File: config.mk
export PLATFORM = sky130hd
export DESIGN_NAME = multicycle_controller_flat
export DESIGN_NICKNAME = d
export VERILOG_FILES = /design/src/rtl/multicycle_controller_if.sv /design/src/rtl/multicycle_controller.sv /design/src/flat_wrapper.sv
export SDC_FILE = /design/constraint.sdc
export NUM_CORES = 1
export LEC_CHECK = 0
export ABC_AREA = 1
export CELL_PAD_IN_SITES_DETAIL_PLACEMENT = 1
export CELL_PAD_IN_SITES_GLOBAL_PLACEMENT = 1
export CORE_MARGIN = 10
export CORE_UTILIZATION = 25
export CTS_CLUSTER_SIZE = 8
export DETAILED_ROUTE_END_ITERATION = 16
export PLACE_DENSITY = 0.56
export SETUP_SLACK_MARGIN = 0.02
export SYNTH_ARGS = -nofsm -noshare
export SYNTH_HDL_FRONTEND = slang
export SYNTH_SLANG_ARGS = --single-unit
File: constraint.sdc
create_clock -name clk -period 3.2 [get_ports clk]
set_input_delay 0.48 -clock clk [delete_from_list [all_inputs] [get_ports clk]]
set_output_delay 0.48 -clock clk [all_outputs]
set_load 0.005 [all_outputs]
File: src/rtl/multicycle_controller_if.sv
// Control/handshake bundle between the multi-cycle sequencer and the RV32I datapath.
interface multicycle_controller_if #(
  parameter int CNT_W = 32
);
  logic [6:0]       opcode;
  logic             zero;
  logic             imem_ready;
  logic             dmem_ready;
  logic             imem_req;
  logic             ir_write;
  logic             dmem_req;
  logic             dmem_we;
  logic [1:0]       alu_op;
  logic             alu_src;
  logic             reg_write;
  logic             mem_to_reg;
  logic             pc_write;
  logic             pc_src;
  logic             trap;
  logic [CNT_W-1:0] instret;

  modport master (
    input  opcode, zero, imem_ready, dmem_ready,
    output imem_req, ir_write, dmem_req, dmem_we, alu_op, alu_src,
           reg_write, mem_to_reg, pc_write, pc_src, trap, instret
  );

  modport slave (
    output opcode, zero, imem_ready, dmem_ready,
    input  imem_req, ir_write, dmem_req, dmem_we, alu_op, alu_src,
           reg_write, mem_to_reg, pc_write, pc_src, trap, instret
  );
endinterface

File: src/rtl/multicycle_controller.sv
// FETCH/DECODE/EXEC/MEM/WB sequencer for the multi-cycle RV32I core with memory-wait
// watchdog, absorbing trap state and retired-instruction counter.
module multicycle_controller #(
  parameter int TIMEOUT = 16,
  parameter int CNT_W   = 32
) (
  input  logic                   clk,
  input  logic                   rst_n,
  multicycle_controller_if.master ctl
);

  localparam int WD_W = (TIMEOUT > 2) ? $clog2(TIMEOUT) : 1;
  localparam logic [WD_W-1:0]  WD_LIMIT = (TIMEOUT > 0) ? WD_W'(TIMEOUT - 1) : {WD_W{1'b0}};
  localparam logic [WD_W-1:0]  WD_ONE   = WD_W'(1);
  localparam logic [CNT_W-1:0] CNT_ONE  = CNT_W'(1);

  localparam logic [6:0] OP_LW  = 7'b0000011;
  localparam logic [6:0] OP_I   = 7'b0010011;
  localparam logic [6:0] OP_SW  = 7'b0100011;
  localparam logic [6:0] OP_R   = 7'b0110011;
  localparam logic [6:0] OP_BEQ = 7'b1100011;

  typedef enum logic [2:0] {
    S_FETCH  = 3'd0,
    S_DECODE = 3'd1,
    S_EXEC   = 3'd2,
    S_MEM    = 3'd3,
    S_WB     = 3'd4,
    S_TRAP   = 3'd5
  } state_e;

  state_e           state_q, state_d;
  logic [WD_W-1:0]  wd_q, wd_d;
  logic [CNT_W-1:0] instret_q, instret_d;

  logic       wd_expired_s;
  logic       imem_req_s, ir_write_s, dmem_req_s, dmem_we_s;
  logic [1:0] alu_op_s;
  logic       alu_src_s, reg_write_s, mem_to_reg_s, pc_write_s, pc_src_s, trap_s;

  assign wd_expired_s = (TIMEOUT != 0) && (wd_q == WD_LIMIT);

  // Next-state and control decode; every output defaults low.
  always_comb begin
    state_d      = state_q;
    imem_req_s   = 1'b0;
    ir_write_s   = 1'b0;
    dmem_req_s   = 1'b0;
    dmem_we_s    = 1'b0;
    alu_op_s     = 2'b00;
    alu_src_s    = 1'b0;
    reg_write_s  = 1'b0;
    mem_to_reg_s = 1'b0;
    pc_write_s   = 1'b0;
    pc_src_s     = 1'b0;
    trap_s       = 1'b0;
    case (state_q)
      S_FETCH: begin
        imem_req_s = 1'b1;
        if (ctl.imem_ready) begin
          ir_write_s = 1'b1;
          state_d    = S_DECODE;
        end else if (wd_expired_s) begin
          state_d = S_TRAP;
        end else begin
          state_d = S_FETCH;
        end
      end
      S_DECODE: begin
        case (ctl.opcode)
          OP_LW, OP_I, OP_SW, OP_R, OP_BEQ: state_d = S_EXEC;
          default:                          state_d = S_TRAP;
        endcase
      end
      S_EXEC: begin
        case (ctl.opcode)
          OP_LW, OP_SW: begin
            alu_op_s  = 2'b00;
            alu_src_s = 1'b1;
            state_d   = S_MEM;
          end
          OP_I: begin
            alu_op_s  = 2'b11;
            alu_src_s = 1'b1;
            state_d   = S_WB;
          end
          OP_R: begin
            alu_op_s  = 2'b10;
            alu_src_s = 1'b0;
            state_d   = S_WB;
          end
          OP_BEQ: begin
            alu_op_s   = 2'b01;
            alu_src_s  = 1'b0;
            pc_write_s = 1'b1;
            pc_src_s   = ctl.zero;
            state_d    = S_FETCH;
          end
          // IR is held by the datapath, so only a corrupted opcode lands here
          default: state_d = S_TRAP;
        endcase
      end
      S_MEM: begin
        dmem_req_s = 1'b1;
        dmem_we_s  = (ctl.opcode == OP_SW);
        alu_op_s   = 2'b00;
        alu_src_s  = 1'b1;
        if (ctl.dmem_ready) begin
          if (ctl.opcode == OP_SW) begin
            pc_write_s = 1'b1;
            state_d    = S_FETCH;
          end else begin
            state_d = S_WB;
          end
        end else if (wd_expired_s) begin
          state_d = S_TRAP;
        end else begin
          state_d = S_MEM;
        end
      end
      S_WB: begin
        reg_write_s  = 1'b1;
        mem_to_reg_s = (ctl.opcode == OP_LW);
        pc_write_s   = 1'b1;
        state_d      = S_FETCH;
      end
      S_TRAP: begin
        trap_s  = 1'b1;
        state_d = S_TRAP;
      end
      default: state_d = S_TRAP;
    endcase
  end

  // Watchdog counts only cycles spent re-waiting in FETCH or MEM; any entry restarts it.
  always_comb begin
    wd_d = {WD_W{1'b0}};
    if (((state_q == S_FETCH) || (state_q == S_MEM)) && (state_d == state_q)) begin
      wd_d = wd_q + WD_ONE;
    end else begin
      wd_d = {WD_W{1'b0}};
    end
    if (pc_write_s) begin
      instret_d = instret_q + CNT_ONE;
    end else begin
      instret_d = instret_q;
    end
  end

  // State, watchdog and retirement counter registers.
  always_ff @(posedge clk or negedge rst_n) begin
    if (!rst_n) begin
      state_q   <= S_FETCH;
      wd_q      <= {WD_W{1'b0}};
      instret_q <= {CNT_W{1'b0}};
    end else begin
      state_q   <= state_d;
      wd_q      <= wd_d;
      instret_q <= instret_d;
    end
  end

  // Held reset forces every strobe low, including the FETCH request.
  assign ctl.imem_req   = rst_n & imem_req_s;
  assign ctl.ir_write   = rst_n & ir_write_s;
  assign ctl.dmem_req   = rst_n & dmem_req_s;
  assign ctl.dmem_we    = rst_n & dmem_we_s;
  assign ctl.alu_op     = rst_n ? alu_op_s : 2'b00;
  assign ctl.alu_src    = rst_n & alu_src_s;
  assign ctl.reg_write  = rst_n & reg_write_s;
  assign ctl.mem_to_reg = rst_n & mem_to_reg_s;
  assign ctl.pc_write   = rst_n & pc_write_s;
  assign ctl.pc_src     = rst_n & pc_src_s;
  assign ctl.trap       = rst_n & trap_s;
  assign ctl.instret    = instret_q;

endmodule

File: src/flat_wrapper.sv
// flat-port wrapper written by rule: the top's interface ports become plain ports
module multicycle_controller_flat 
#(
  parameter int TIMEOUT = 16,
  parameter int CNT_W   = 32
)
  (clk, rst_n, ctl_opcode, ctl_zero, ctl_imem_ready, ctl_dmem_ready, ctl_imem_req, ctl_ir_write, ctl_dmem_req, ctl_dmem_we, ctl_alu_op, ctl_alu_src, ctl_reg_write, ctl_mem_to_reg, ctl_pc_write, ctl_pc_src, ctl_trap, ctl_instret);
  multicycle_controller_if #(.CNT_W(CNT_W)) ctl_i ();
  input  logic clk;
  input  logic rst_n;
  input wire logic [$bits(ctl_i.opcode)-1:0] ctl_opcode;
  input wire logic [$bits(ctl_i.zero)-1:0] ctl_zero;
  input wire logic [$bits(ctl_i.imem_ready)-1:0] ctl_imem_ready;
  input wire logic [$bits(ctl_i.dmem_ready)-1:0] ctl_dmem_ready;
  output wire logic [$bits(ctl_i.imem_req)-1:0] ctl_imem_req;
  output wire logic [$bits(ctl_i.ir_write)-1:0] ctl_ir_write;
  output wire logic [$bits(ctl_i.dmem_req)-1:0] ctl_dmem_req;
  output wire logic [$bits(ctl_i.dmem_we)-1:0] ctl_dmem_we;
  output wire logic [$bits(ctl_i.alu_op)-1:0] ctl_alu_op;
  output wire logic [$bits(ctl_i.alu_src)-1:0] ctl_alu_src;
  output wire logic [$bits(ctl_i.reg_write)-1:0] ctl_reg_write;
  output wire logic [$bits(ctl_i.mem_to_reg)-1:0] ctl_mem_to_reg;
  output wire logic [$bits(ctl_i.pc_write)-1:0] ctl_pc_write;
  output wire logic [$bits(ctl_i.pc_src)-1:0] ctl_pc_src;
  output wire logic [$bits(ctl_i.trap)-1:0] ctl_trap;
  output wire logic [$bits(ctl_i.instret)-1:0] ctl_instret;
  assign ctl_i.opcode = ctl_opcode;
  assign ctl_i.zero = ctl_zero;
  assign ctl_i.imem_ready = ctl_imem_ready;
  assign ctl_i.dmem_ready = ctl_dmem_ready;
  assign ctl_imem_req = ctl_i.imem_req;
  assign ctl_ir_write = ctl_i.ir_write;
  assign ctl_dmem_req = ctl_i.dmem_req;
  assign ctl_dmem_we = ctl_i.dmem_we;
  assign ctl_alu_op = ctl_i.alu_op;
  assign ctl_alu_src = ctl_i.alu_src;
  assign ctl_reg_write = ctl_i.reg_write;
  assign ctl_mem_to_reg = ctl_i.mem_to_reg;
  assign ctl_pc_write = ctl_i.pc_write;
  assign ctl_pc_src = ctl_i.pc_src;
  assign ctl_trap = ctl_i.trap;
  assign ctl_instret = ctl_i.instret;
  multicycle_controller #(.TIMEOUT(TIMEOUT), .CNT_W(CNT_W)) u_core (.clk(clk), .rst_n(rst_n), .ctl(ctl_i));
endmodule
==> results of run 1 <==
## cells in the final DEF, fill, tap and decap left out, types with 2 or more instances in the layout
cell and instances:
nor4_1 2, nor2_1 44, inv_2 6, nor3_2 3, ha_1 2, nand2_2 4
buf_4 3, nor3_1 22, dfrtp_1 39, nand3_1 18, xnor2_1 3, xor2_1 22
nand4_1 10, nor2_2 2, o21ai_0 23, o21ai_1 5, clkdlybuf4s50_1 54, nand2_1 107
inv_1 55, clkbuf_8 6
## synth_stat cells, drive strengths merged (2+ instances only)
library cell	instances
nand4	10
inv	61
a21oi	2
nor3	26
ha	2
xor2	22
o21ai	29
nand3	18
buf	5
nand2	112
xnor2	4
nor4	2
nor2	46
dfrtp	39
## cell type report
| class | count | area (um2) | share of cell area, % |
|---|---|---|---|
| sequential | 39 | 975.9 | 28.36 |
| multi-input combinational | 276 | 1380 | 40.11 |
| clock buffer | 6 | 82.58 | 2.400 |
| timing repair buffer | 58 | 568.0 | 16.51 |
| inverter | 61 | 229.0 | 6.655 |
| clock inverter | 2 | 35.03 | 1.018 |
| tap | 136 | 170.2 | 4.945 |
## state kept, by name, summed over array words and instances, names as in the netlist
name / cells
u_core.ctl.instret: 32
u_core.state_q: 3
u_core.wd_q: 4
## power groups by stage
stage	logic, mW	registers, mW	clock network, mW
after floorplan	0.00980	0.502	0
after global routing	0.0468	0.492	0.475
after CTS	0.0430	0.492	0.456
after detailed placement	0.0428	0.502	0
after global placement	0.0424	0.502	0
final	0.0410	0.492	0.443
## cell families after synthesis
family	synth area share, %
adder cells (fa/ha/maj)	0.9531
AO/OA/AOI/OAI	6.435
buffers and inverters	10.25
XOR/XNOR	8.961
flip-flops	37.18
AND/OR/NAND/NOR	36.23
## path summary, 6_finish.rpt
kind	end	start	slack, ns	cells past startpoint
min in group clk	u_core.wd_q[0]	u_core.wd_q[0]	0.48	1
max in group asynchronous	u_core.ctl.instret[25]	rst_n	2.41	3
max	ctl_pc_write	ctl_opcode[1]	0.34	10
min reg2reg	u_core.wd_q[0]	u_core.wd_q[0]	0.48	1
min	u_core.wd_q[1]	rst_n	0.12	2
max reg2reg	u_core.ctl.instret[5]	u_core.state_q[1]	1.23	8
## per-layer routing
metal  track usage, %  wire [um]  up-vias
met2            18.88       3821       40
met3            3.352        514        6
met5                0          0        -
li1                 -          -     1317
met1            16.53       4260     1197
met4            2.209         62        0
==> impl_metrics.yaml, run 1 <==
worst_setup_path:
  crit_path_start_kind: "primary input"
  critPathRequiredTime_ns: 2.72
  path_cells: "clkdlybuf4s50_1, nand2_2, nor3_4, nand2_1, nor2_2, nand2_1, nand2_4, inv_2, nor2_1, clkdlybuf4s50_1"
  end_kind: "output port"
  slowest_delay_ns: 0.51
  cp_max_fo: 11
  arrival_ns: 2.38
  crit_family: "buffers and inverters"
  crit_buf_inv: 3
  crit_type: "in -> out"
  slowest_stage: "clkdlybuf4s50_1"
routing:
  drcViolationCount: 0
  firstDrtPassIters: 4
  drt-total-wl_um: 8658
  route.detailed.wl_per_inst_um: 14.98
  ant_nets: 0
  drtIter0Drc: 105
  vias: 2560
  vias_per_cell: 4.429
yosys:
  synth_top_cell_area_share_pct: 37.18
  async_reset_ff_share_pct: 100.0
  avgSynthCellArea_um2: 6.890
  ys_seq_elements: 39
  yosys_most_used_dff: "dfrtp_1"
  ys_seq_area_share_pct: 37.18
  synth.distinct_cells: 29
  synth.yosys.warnings: 0
  synth_nets: 395
  netlist_instances: 381
  synthesis.area_um2: 2625
  yosys.area.top_type: "dfrtp_1"
  synthTopCellsByArea: "dfrtp_1 37%, nand2_1 15%, inv_1 7.9%"
  synth_edf_count: 0
sta:
  worstMarginPinSlew_ns: 0.4328
  finalSetupTns_ns: 0
  slew_headroom_pct: 71.15
  slew_viol_final: 0
  clock_skew_ns: 0.005958
  layout_setup_ws_ns: 0.3376
  hold_violations: 0
  min_period_ns: 2.862
  fmax_mhz: 349.4
  rsz0062_at_grt: "no"
  whs_ns: 0.1244
  fin_crit_sh_pct: 89.45
  setup_viol: 0
power_and_ir_drop:
  p_clk_share_pct: 45.4
  p_per_area_nw_per_um2: 283.7
  internal_power_mw: 0.7618
  p_sw_mw: 0.2142
  max-vdd-ir-drop_uv: 162.2
  share_comb_of_total_power_pct: 4.2
  swShare_pct: 21.95
  seqPwrFrac_pct: 50.4
  power_mw: 0.9760
  p_leak_nw: 1.604
placed_design:
  dp.cells: 570
  place_ws_ns: 0.3175
  place_congestion: 0.8178
  portBuffers: 55
  dpl_cell_area_um2: 3323
  place_hpwl_um: 7110
global_routing:
  grt_usage_pct: 12.12
  grt_remaining_overflow: 0
  grt_pass1_wl_um: 14680
  grt_pass1_vias: 2819
  grt_max_degree: 46
  antenna_found_initial: 0
floorplan:
  core_um2: 10280
  start_util_pct: 25.54
  die-area_um2: 15000
  io_pins: 56
  die_y_um: 122.5
  die_width_um: 122.5
  fp-row-count: 37
clock_tree:
  cts_root_buf: "clkbuf_8"
  holdBufCountCts: 0
  htree_levels: 2
  cts_buffer_depth: 2
  clock_sinks: 39
  cts_buffers: 5
  cts-resized-gates: 0
  clk_latency_ns: 0.29
  clk_pin_slew_worst_paths_ns: 0.08
  cts_tree: "yes"
  cts_setup_buffers: 0
worst_hold_path:
  hp-class: "in -> async"
cells_and_area:
  area_growth_syn_to_layout_pct: 31.08
  antenna-diode-count: 0
  stdcell_area_um2: 3441
  layout-drive-gt1-share_pct: 7.240
  fill_cells: 1317
  final_core_util_pct: 33.48
  fin_cells: 578
  nNetsFinal: 455
status:
  status: "finished clean"
flow_run:
  drv_cap: 0
No activity file was read; power rests on OpenSTA's default activity.
==> run 2, diff against run 1 <==
--- a/config.mk
+++ b/config.mk
@@ -9,10 +9,11 @@
 export CELL_PAD_IN_SITES_DETAIL_PLACEMENT = 1
 export CELL_PAD_IN_SITES_GLOBAL_PLACEMENT = 1
 export CORE_MARGIN = 10
-export CORE_UTILIZATION = 25
+export CORE_UTILIZATION = 39
 export CTS_CLUSTER_SIZE = 8
 export DETAILED_ROUTE_END_ITERATION = 16
-export PLACE_DENSITY = 0.56
+export GPL_ROUTABILITY_DRIVEN = 0
+export PLACE_DENSITY = 0.83
 export SETUP_SLACK_MARGIN = 0.02
 export SYNTH_ARGS = -nofsm -noshare
 export SYNTH_HDL_FRONTEND = slang
==> run 2 against run 1 <==
  * Sequential share of layout area increased by 0.62 points
  * Design area decreased by 2.1%
  * Worst setup slack improved by 0.027 ns
  * Non-clock buffer count unchanged
  * Combinational power about the same
  * Total power decreased by 1.2%
  * Sequential cell count unchanged
==> impl_metrics.yaml, run 2 (same netlist as run 1, synthesis figures left out) <==
clock_tree:
  htree_levels: 2
  cts_buffer_depth: 2
  holdBufCountCts: 0
  clock_sinks: 39
  cts_tree: "yes"
  cts_setup_buffers: 0
  clk_pin_slew_worst_paths_ns: 0.08
  clk_latency_ns: 0.29
  cts_buffers: 5
  cts-resized-gates: 0
  cts_root_buf: "clkbuf_8"
worst_setup_path:
  crit_type: "in -> out"
  arrival_ns: 2.36
  path_cells: "clkdlybuf4s50_1, nand2_2, nor3_4, nand2_1, nor2_2, nand2_1, nand2_4, inv_2, nor2_1, clkdlybuf4s50_1"
  slowest_stage: "clkdlybuf4s50_1"
  slowest_delay_ns: 0.51
  end_kind: "output port"
  cp_num_cells: 10
  reg2reg_slack_ns: 1.18
  rr_worst_depth: 7
  cp_max_fo: 11
  crit_family: "buffers and inverters"
  rr_startpoint: "u_core.state_q[0]"
  crit_buf_inv: 3
  critPathRequiredTime_ns: 2.72
  crit_path_start: "ctl_opcode[1]"
  crit_path_start_kind: "primary input"
power_and_ir_drop:
  seqPwrFrac_pct: 51.0
  max-vdd-ir-drop_uv: 217.7
  internal_power_mw: 0.7615
  swShare_pct: 21.06
  p_per_area_nw_per_um2: 286.5
  p_clk_share_pct: 44.7
  p_leak_nw: 1.604
  p_sw_mw: 0.2031
  share_comb_of_total_power_pct: 4.3
sta:
  fin_crit_sh_pct: 88.60
  slew_viol_final: 0
  slew_headroom_pct: 69.32
  fmax_mhz: 352.7
  setup_viol: 0
  finalSetupTns_ns: 0
  rsz0062_at_grt: "no"
  clock_skew_ns: 0.008443
  hold_violations: 0
  worstMarginPinSlew_ns: 0.4578
  whs_ns: 0.1212
  min_period_ns: 2.835
global_routing:
  grt_usage_pct: 16.82
  grt_pass1_wl_um: 14120
  grt_remaining_overflow: 0
  antenna_found_initial: 0
  grt_pass1_vias: 2825
  grt_max_degree: 46
floorplan:
  die_y_um: 102.0
  die-area_um2: 10410
  core_um2: 6459
  start_util_pct: 40.64
  io_pins: 56
  die_width_um: 102.0
  fp-row-count: 29
status:
  status: "finished clean"
flow_run:
  drv_cap: 0
routing:
  ant_nets: 0
  route.detailed.wl_per_inst_um: 16.18
  drcViolationCount: 0
  firstDrtPassIters: 4
  drtIter0Drc: 94
  drt-total-wl_um: 8398
  vias: 2666
  vias_per_cell: 5.137
placed_design:
  portBuffers: 55
  dpl_cell_area_um2: 3249
  place_hpwl_um: 6712
cells_and_area:
  largest_reg_flops: 32
  layout_commonest_cell: "nand2_1"
  stdcell_area_um2: 3367
  nNetsFinal: 455
  final_cell_mix: "107 x nand2_1, 55 x inv_1, 54 x clkdlybuf4s50_1, 44 x nor2_1, 39 x dfrtp_1"
  area_growth_syn_to_layout_pct: 28.27
  layout-drive-gt1-share_pct: 7.240
  antenna-diode-count: 0
worst_hold_path:
  hp-class: "in -> async"
## run 2: cell counts in the layout (fill, tap and decap cells not counted)
No cell type changed its count.
## run 2: final timing paths
check	end
min in group clk	u_core.wd_q[0]
worst min register to register	u_core.wd_q[0]
worst max register to register	u_core.ctl.instret[5]
worst max-delay path	ctl_pc_write
max in group asynchronous	u_core.ctl.instret[23]
worst min-delay path	u_core.ctl.instret[10]
## run 2: layer usage
| metal | track usage [%] | vias to the layer above | share of wire (%) |
|---|---|---|---|
| met5 | 0 | - | 0 |
| met2 | 28.49 | 58 | 48 |
| met1 | 21.37 | 1289 | 46 |
| met4 | 4.230 | 0 | 1.1 |
| li1 | - | 1313 | - |
| met3 | 3.374 | 6 | 4.9 |
## run 2: area by class of cell
| cell class | instances | area, um2 |
|---|---|---|
| clock buffers | 6 | 82.58 |
| inverters | 61 | 229.0 |
| clock inverters | 2 | 35.03 |
| flip-flops and latches | 39 | 975.9 |
| multi-input cells | 276 | 1380 |
| repair buffers | 58 | 568.0 |
| well taps | 77 | 96.34 |
| fillers | 862 | 3092 |
## run 2: power by group through the flow
stage,clock [mW],combinational (mW),sequential (mW)
floorplan,0,0.00980,0.502
global placement,0,0.0411,0.502
detailed placement,0,0.0422,0.502
CTS,0.439,0.0423,0.492
global route,0.461,0.0463,0.492
finish,0.431,0.0412,0.492
## run 2: metrics by stage
stage	setup slack, ns	utilization (%)	power, mW	instances
finish	0.3647	52.13	0.9646	519
CTS	0.3435	52.13	0.9735	519
floorplan	1.335	-	0.5121	381
global placement	0.3782	50.31	0.5433	511
global route	0.2359	52.13	1.000	519
detailed placement	0.3508	50.31	0.5444	511
## run 2: worst reg2reg max path, cell delays in order, from the launching register on
cell and delay [ns]:
dfrtp_1 0.45, nor3_2 0.45, a21oi_2 0.14, nand2_4 0.09
buf_4 0.39, nand2_1 0.19, o21ai_1 0.15, nand2_1 0.06
